==> config.mk <==
export PLATFORM = sky130hd
export DESIGN_NAME = alu_arbiter
export DESIGN_NICKNAME = d
export VERILOG_FILES = /design/src/rtl/alu_arbiter_pkg.sv /design/src/rtl/alu_arbiter_alu.sv /design/src/rtl/alu_arbiter.sv
export SDC_FILE = /design/constraint.sdc
export NUM_CORES = 1
export LEC_CHECK = 0
export BUFFER_PORTS_ARGS = -buffer_cell sky130_fd_sc_hd__buf_4
export CORE_MARGIN = 2
export CORE_UTILIZATION = 48
export DETAILED_ROUTE_END_ITERATION = 16
export GPL_ROUTABILITY_DRIVEN = 0
export PLACE_DENSITY_LB_ADDON = 0.08
export SKIP_LAST_GASP = 1
export SYNTH_ARGS = -nofsm -noshare
export SYNTH_HDL_FRONTEND = slang
export SYNTH_SLANG_ARGS = --single-unit
==> constraint.sdc <==
create_clock -name clk -period 4.7 [get_ports clk]
set_input_delay 0.705 -clock clk [delete_from_list [all_inputs] [get_ports clk]]
set_output_delay 0.705 -clock clk [all_outputs]
set_load 0.05 [all_outputs]
==> src/rtl/alu_arbiter_pkg.sv <==
// rtl/alu_arbiter_pkg.sv - shared ALU op encodings and flag bit positions
package alu_arbiter_pkg;

   localparam int DATA_W = 32;

   typedef enum logic [1:0] {
      ALU_ADD = 2'b00,
      ALU_SUB = 2'b01,
      ALU_AND = 2'b10,
      ALU_OR  = 2'b11
   } alu_op_e;

   localparam int FLAG_N = 3;
   localparam int FLAG_Z = 2;
   localparam int FLAG_C = 1;
   localparam int FLAG_V = 0;

endpackage

==> src/rtl/alu_arbiter_alu.sv <==
// rtl/alu_arbiter_alu.sv - combinational 32-bit add/sub/and/or ALU with NZCV flags
module alu_arbiter_alu
   import alu_arbiter_pkg::*;
(
   input  logic [DATA_W-1:0] a,
   input  logic [DATA_W-1:0] b,
   input  alu_op_e           op,
   output logic [DATA_W-1:0] result,
   output logic [3:0]        flags
);

   logic [DATA_W:0]   sum;
   logic [DATA_W-1:0] b_eff;
   logic              arith;

   // Subtract is a + ~b + 1, so carry-out high means no borrow.
   always_comb begin
      arith = (op == ALU_ADD) || (op == ALU_SUB);
      b_eff = (op == ALU_SUB) ? ~b : b;
      sum   = {1'b0, a} + {1'b0, b_eff} + {{DATA_W{1'b0}}, (op == ALU_SUB)};
      case (op)
         ALU_AND: result = a & b;
         ALU_OR:  result = a | b;
         default: result = sum[DATA_W-1:0];
      endcase
      flags         = '0;
      flags[FLAG_N] = result[DATA_W-1];
      flags[FLAG_Z] = (result == '0);
      flags[FLAG_C] = arith & sum[DATA_W];
      flags[FLAG_V] = arith & (a[DATA_W-1] == b_eff[DATA_W-1]) & (result[DATA_W-1] != a[DATA_W-1]);
   end

endmodule

==> src/rtl/alu_arbiter.sv <==
// rtl/alu_arbiter.sv - two-port valid/ready arbiter sharing one ALU behind a registered response
module alu_arbiter
   import alu_arbiter_pkg::*;
#(
   parameter bit RR_EN = 1'b1,
   parameter int TAG_W = 4
) (
   input  logic              clk,
   input  logic              reset,
   input  logic              req0_valid,
   output logic              req0_ready,
   input  logic [DATA_W-1:0] req0_a,
   input  logic [DATA_W-1:0] req0_b,
   input  logic [1:0]        req0_ctrl,
   input  logic [TAG_W-1:0]  req0_tag,
   input  logic              req1_valid,
   output logic              req1_ready,
   input  logic [DATA_W-1:0] req1_a,
   input  logic [DATA_W-1:0] req1_b,
   input  logic [1:0]        req1_ctrl,
   input  logic [TAG_W-1:0]  req1_tag,
   output logic              rsp_valid,
   input  logic              rsp_ready,
   output logic [DATA_W-1:0] rsp_result,
   output logic [3:0]        rsp_flags,
   output logic              rsp_id,
   output logic [TAG_W-1:0]  rsp_tag
);

   logic              last_grant;
   logic              grant;
   logic              can_accept;
   logic              accept;
   logic [DATA_W-1:0] alu_a;
   logic [DATA_W-1:0] alu_b;
   alu_op_e           alu_op;
   logic [TAG_W-1:0]  sel_tag;
   logic [DATA_W-1:0] alu_result;
   logic [3:0]        alu_flags;

   // grant names the winning port; it is only meaningful when some valid is high.
   always_comb begin
      grant = 1'b0;
      if (req0_valid && req1_valid)
         grant = RR_EN ? ~last_grant : 1'b0;
      else if (req1_valid)
         grant = 1'b1;
      can_accept = ~rsp_valid | rsp_ready;
      req0_ready = can_accept & req0_valid & ~grant;
      req1_ready = can_accept & req1_valid & grant;
      accept     = req0_ready | req1_ready;
   end

   always_comb begin
      alu_a   = grant ? req1_a : req0_a;
      alu_b   = grant ? req1_b : req0_b;
      alu_op  = alu_op_e'(grant ? req1_ctrl : req0_ctrl);
      sel_tag = grant ? req1_tag : req0_tag;
   end

   alu_arbiter_alu u_alu (
      .a      (alu_a),
      .b      (alu_b),
      .op     (alu_op),
      .result (alu_result),
      .flags  (alu_flags)
   );

   always_ff @(posedge clk or negedge reset) begin
      if (!reset) begin
         rsp_valid  <= 1'b0;
         rsp_result <= '0;
         rsp_flags  <= '0;
         rsp_id     <= 1'b0;
         rsp_tag    <= '0;
         last_grant <= 1'b1;
      end else if (accept) begin
         rsp_valid  <= 1'b1;
         rsp_result <= alu_result;
         rsp_flags  <= alu_flags;
         rsp_id     <= grant;
         rsp_tag    <= sel_tag;
         if (RR_EN)
            last_grant <= grant;
      end else if (rsp_ready) begin
         rsp_valid <= 1'b0;
      end
   end

endmodule

After elaboration in Yosys (flattened, before gate mapping)
Index checks and enable logic that the tools add are counted.
{"block": "totals", "elab_cells": 43, "output_inout_bits": 44, "regBits": 43, "in_bits": 145}
{"block": "op_classes", "reduce_logical": 5, "n_mux": 10, "n_bitwise": 15, "n_eq_ne": 5, "add_sub_neg": 2}
{"op": "$mux 32", "n": 3}
{"op": "$pmux 32 s2", "n": 1}
{"op": "$add 32x32->33", "n": 1}
{"op": "$add 33x1->33", "n": 1}
{"op": "$and 32x32->32", "n": 1}
{"op": "$logic_not 32->1", "n": 1}
{"op": "$not 32->32", "n": 1}
{"op": "$or 32x32->32", "n": 1}
{"op": "$and 1x1->1", "n": 7}
{"op": "$eq 2x2->1 const B", "n": 2}
{"op": "$mux 1", "n": 4}
{"op": "$mux 4", "n": 1}
{"op": "$not 1->1", "n": 3}
{"op": "$eq 2x1->1 const B", "n": 1}
{"op": "$logic_not 2->1", "n": 1}
{"op": "$mux 2", "n": 1}
{"op": "$or 1x1->1", "n": 2}
{"op": "$reduce_bool 2->1", "n": 1}
{"op": "$eq 1x1->1", "n": 1}
{"op": "$logic_and 1x1->1", "n": 1}
{"op": "$logic_or 1x1->1", "n": 1}
{"op": "$ne 1x1->1", "n": 1}

Logic depth before layout (Yosys ltp)
{"block": "depth", "word_depth": 10, "mapped_depth": 22, "depth_no_buf": 17}

By module
A second synthesis with hierarchy kept.
{"block": "hier_totals", "hier_cells": 611, "area_unflattened_um2": 5569.1}
{"mod": "alu_arbiter_alu", "cells_each": 435, "instances": 1, "area_each_um2": 2981.6, "seq_area_each_um2": 0.0}
{"mod": "alu_arbiter", "cells_each": 176, "instances": 1, "area_each_um2": 2587.5, "seq_area_each_um2": 1077.3}

Worst setup path before layout
No wires, ideal clock.
{"block": "synth_timing", "path_type": "in2reg", "start": "input port req1_valid", "end": "register rsp_flags[2]", "setup_time_ns": 0.067, "path_slack_ns": -0.356, "path_buffers": 6, "path_stages": 21, "required_time_ns": 4.633, "arrival_time_ns": 4.989, "path_cell_list": "a21boi_1 > buf_4 > buf_4 > buf_2 > clkbuf_1 > buf_1 > clkbuf_1 > nand2_1 > nand2_1 > ha_1 > a21oi_1 > o21a_1 > o21ai_0 > a22o_2 > or2_1 > o311ai_1 > o2111ai_1 > nor4b_2 > nand4_1 > nor4b_2 > a22o_1"}
{"block": "synth_between", "elab_chain_len": 9, "elab_cells_between_ends": 22, "classes_between": "2 x add/sub; 3 x eq/ne; 7 x mux; 8 x bitwise; 2 x reduce/logical"}
{"item": "start, declared", "line_no": "alu_arbiter.sv:16", "text": "input logic req1_valid,"}
{"item": "$mux 1 / $logic_and 1x1->1 (equally long branches)", "line_no": "alu_arbiter.sv:46, alu_arbiter.sv:44"}
{"item": "$mux 1", "line_no": "alu_arbiter.sv:44", "text": "if (req0_valid && req1_valid)"}
{"item": "$mux 2 / $mux 32 (equally long branches)", "line_no": "alu_arbiter.sv:57, alu_arbiter.sv:56"}
{"item": "$eq 2x1->1 / $not 32->32 (equally long branches)", "line_no": "alu_arbiter_alu.sv:19, alu_arbiter_alu.sv:20"}
{"item": "$mux 32", "line_no": "alu_arbiter_alu.sv:19", "text": "b_eff = (op == ALU_SUB) ? ~b : b;"}
{"item": "$add 32x32->33", "line_no": "alu_arbiter_alu.sv:20", "text": "sum = {1'b0, a} + {1'b0, b_eff} + {{DATA_W{1'b0}}, (op == ALU_SUB)};"}
{"item": "$add 33x1->33", "line_no": "alu_arbiter_alu.sv:20"}
{"item": "$pmux 32 s2", "line_no": "alu_arbiter_alu.sv:21", "text": "case (op)"}
{"item": "$logic_not 32->1", "line_no": "alu_arbiter_alu.sv:28", "text": "flags[FLAG_Z] = (result == '0);"}
{"item": "end signal, assigned", "line_no": "alu_arbiter.sv:80", "text": "rsp_flags <= alu_flags;"}
{"item": "end, declared", "line_no": "alu_arbiter.sv:25", "text": "output logic [3:0] rsp_flags,"}
Parallel ways exist; a longest one is shown, timed or not.
A chain may end at the register's enable or synchronous reset.

Final worst setup path
Same ends and word-level chain as after synthesis.

==> flow_summary.toml <==
[global_route]
grt_pass1_wl_um = 31900
grtUsageTotal_pct = 30.4
grt_max_degree = 56
grt_pass1_vias = 6488
overflow = 0
antenna_found_initial = 0

[worst_setup_path]
crit_path_start_kind = "primary input"
crit_fanout = 10
slowest_delay_ns = 0.61
worst_r2r_endpoint = "rsp_flags[2]"
crit_chain = "buf_4 > a21boi_4 > buf_12 > nand3b_1 > nand2_2 > buf_4 > xnor2_1 > ha_1 > a21oi_1 > o21ai_0 > a21bo_2 > o21ai_1 > a21oi_1 > o21a_1 > o31ai_1 > nor4b_2 > nand4_1 > nor4b_2 > a22o_1"
worstSetupEndpointType = "flop"
crit_required_ns = 4.87
crit_end = "rsp_flags[2]"
cp-startpoint = "req1_valid"
crit_type = "primary input to flop"
rr_startpoint = "last_grant"
cp_data_arrival_time_ns = 4.65
r2r_cells = 18
crit_slowest_cell = "o31ai_1"
r2r_slack_ns = 0.29

[logic_synthesis]
muxShareOfSynthArea_pct = 9.68
synth_top_area_cell = "dfrtp_1"
synth_xor_area_share_pct = 7.02
synth_compound_gate_area_share_pct = 25.9
synth_fa_ha_area_share_pct = 8.85
yosysTopAreaCellShare_pct = 17.9
synthTopCellsByArea = "dfrtp_1, nand2_1, mux2i_1"
ys_types = 77
synth_fp_nets = 979
ys.flop_type = "dfrtp_1"
async_reset_ff_share_pct = 100
synth_edf_count = 0
synth_area_per_cell_sq_um = 7.16
yosys.area_share.simple_pct = 25.4
ys_ff_latch = 42
synth_area_sq_um = 5740
yosysWarnings = 0
synth_seq_area_share_pct = 18.3
synth_cells = 802
synth_top_family_by_area = "compound AO/OA/AOI/OAI gates"

[floorplanning]
die_w_um = 113
die_y_um = 113
start_util_pct = 49.6
io_pins = 189
die_area_sq_um = 12800
rows = 39
core_sq_um = 11600

[final_layout]
num-fill-cells = 1007
num-nets-final = 1161
drive_gt1_share_pct = 26.6
stdcell_area_sq_um = 7620
most-common-layout-cells = "buf_4, nand2_1, a21oi_1, nor2_1, o21ai_0"
layout_commonest_cell = "buf_4"
antenna_cells = 0
area_delta_synth_final_pct = 32.7

[timing]
whs_ns = 0.399
slew_violations = 0
finalHoldViolations = 0
grt_setup_unrepaired = "false"
fin_crit_ns = 4.48
max_freq_mhz = 223
totalNegativeSetupSlack_ns = 0
tightest_slew_ns = 1.15
fin_worst_skew_ns = 0.00246
timing.final.ws_setup_ns = 0.218
setup_viol = 0
relSlewSlack_pct = 23.3
period_share_pct = 95.4

[status]
outcome = "completed"

[clock_tree]
cts_buffers = 5
clockBufferDepth = 2
insertion_delay_ns = 0.28
cts_tree = "built"
path_clk_slew_ns = 0.06
hold_buffers = 0
h-tree-depth = 2
clock_sinks = 42
cts_root_buf = "clkbuf_16"

[placed_design]
postPlaceCellArea_sq_um = 7420
pre_cts_ws_ns = -0.266
io_buffers = 188
hpwlAfterDp_um = 16000

[power_and_ir_drop]
power_frac_seq_pct = 17.3
combPwrFrac_pct = 72.2
p_per_area_nw_per_um2 = 428
p_sw_uw = 1680
ir_drop_v = 0.000156
switching_share_pct = 51.6
p_clk_share_pct = 10.6
p_leak_uw = 0.00362
p_int_uw = 1580

[worst_hold_path]
hp-class = "primary input to asynchronous set/reset pin"

[detailed_routing]
viasPerCell = 6.01
final_antenna_net_count = 0
wl_per_cell_um = 17.7
vias = 6784
remaining_drc_errors = 0
drtIter0Drc = 544
routed_wl_um = 19900
dr.pass1.iters = 6

[run]
max-cap-violations = 0
[state kept, by name (all words and copies together), names as in the netlist]
signal      count
rsp_result     32
rsp_tag         4
rsp_flags       3
last_grant      1
rsp_id          1
rsp_valid       1
[repair_timing]
action / CTS / global route
setup buffers: 0 / 1
gates resized for setup: 1 / 4
setup endpoints to repair: 1 / 2
[per-stage QoR]
step / util (%) / power, uW / cells
after floorplan: - / 2140 / 802
after global placement: 64.2 / 2820 / 1119
after detailed placement: 64.2 / 2860 / 1119
after CTS: 65.5 / 3220 / 1127
after global routing: 65.9 / 3480 / 1128
final: 65.9 / 3260 / 1128
[power by group through the flow]
stage | clock, uW | sequential (uW) | combinational, uW
4_1_cts | 350 | 563 | 2310
3_3_place_gp | 0 | 561 | 2250
5_1_grt | 370 | 577 | 2530
2_1_floorplan | 0 | 967 | 1170
3_5_place_dp | 0 | 568 | 2300
6_report | 344 | 563 | 2350
[cell type report]
type	instances	area (sq um)	share of cell area [%]
well taps	143	179	2.35
clock buffers	7	143	1.87
multi-input cells	700	4470	58.7
inverters	13	48.8	0.641
clock inverters	1	5.00	0.0657
repair buffers	222	1720	22.5
flip-flops and latches	42	1050	13.8
[kinds of logic (layout without fill, tap and decap cells)]
family          after synthesis  after routing
buf+inv                      60            243
xor+xnor                     46             46
flops                        42             42
mux                          52             52
fa+ha+maj                    42             42
simple gates                330            330
compound gates              230            230
[worst min-delay path by stage]
stage,end,start
after floorplan,rsp_flags[0],reset
after global placement,rsp_id,rsp_id
after detailed placement,rsp_result[8],rsp_result[8]
after CTS,rsp_tag[2],reset
after global routing,rsp_tag[2],reset
final,rsp_tag[2],reset
[worst max-delay path, delay by kind of cell]
kind,cells,cell delay (ns)
compound gates,9,2.44
simple gates,5,0.62
buf+inv,3,0.48
fa+ha+maj,1,0.27
xor+xnor,1,0.14
[layer usage]
layer | share of wire [%] | global-route usage (%) | vias up
met5 | 0 | 0 | -
met4 | 2.2 | 10.4 | 0
met3 | 7.1 | 4.55 | 39
met2 | 47 | 49.4 | 271
met1 | 44 | 41.4 | 3212
li1 | - | - | 3262
[cells in the mapped netlist, types with 8 or more instances]
cell / count
a31oi_1: 10
a21oi_1: 64
a211oi_1: 9
nand2_1: 183
o211ai_1: 11
ha_1: 31
mux2_2: 8
o21ai_0: 50
dfrtp_1: 41
clkbuf_1: 23
nand3_1: 17
maj3_1: 10
a21o_1: 10
nor2_1: 61
nor3_1: 12
xnor2_1: 40
buf_2: 15
o21a_1: 8
inv_1: 13
mux2i_1: 40
nand4_1: 8
Power figures use the tool's default switching activity.
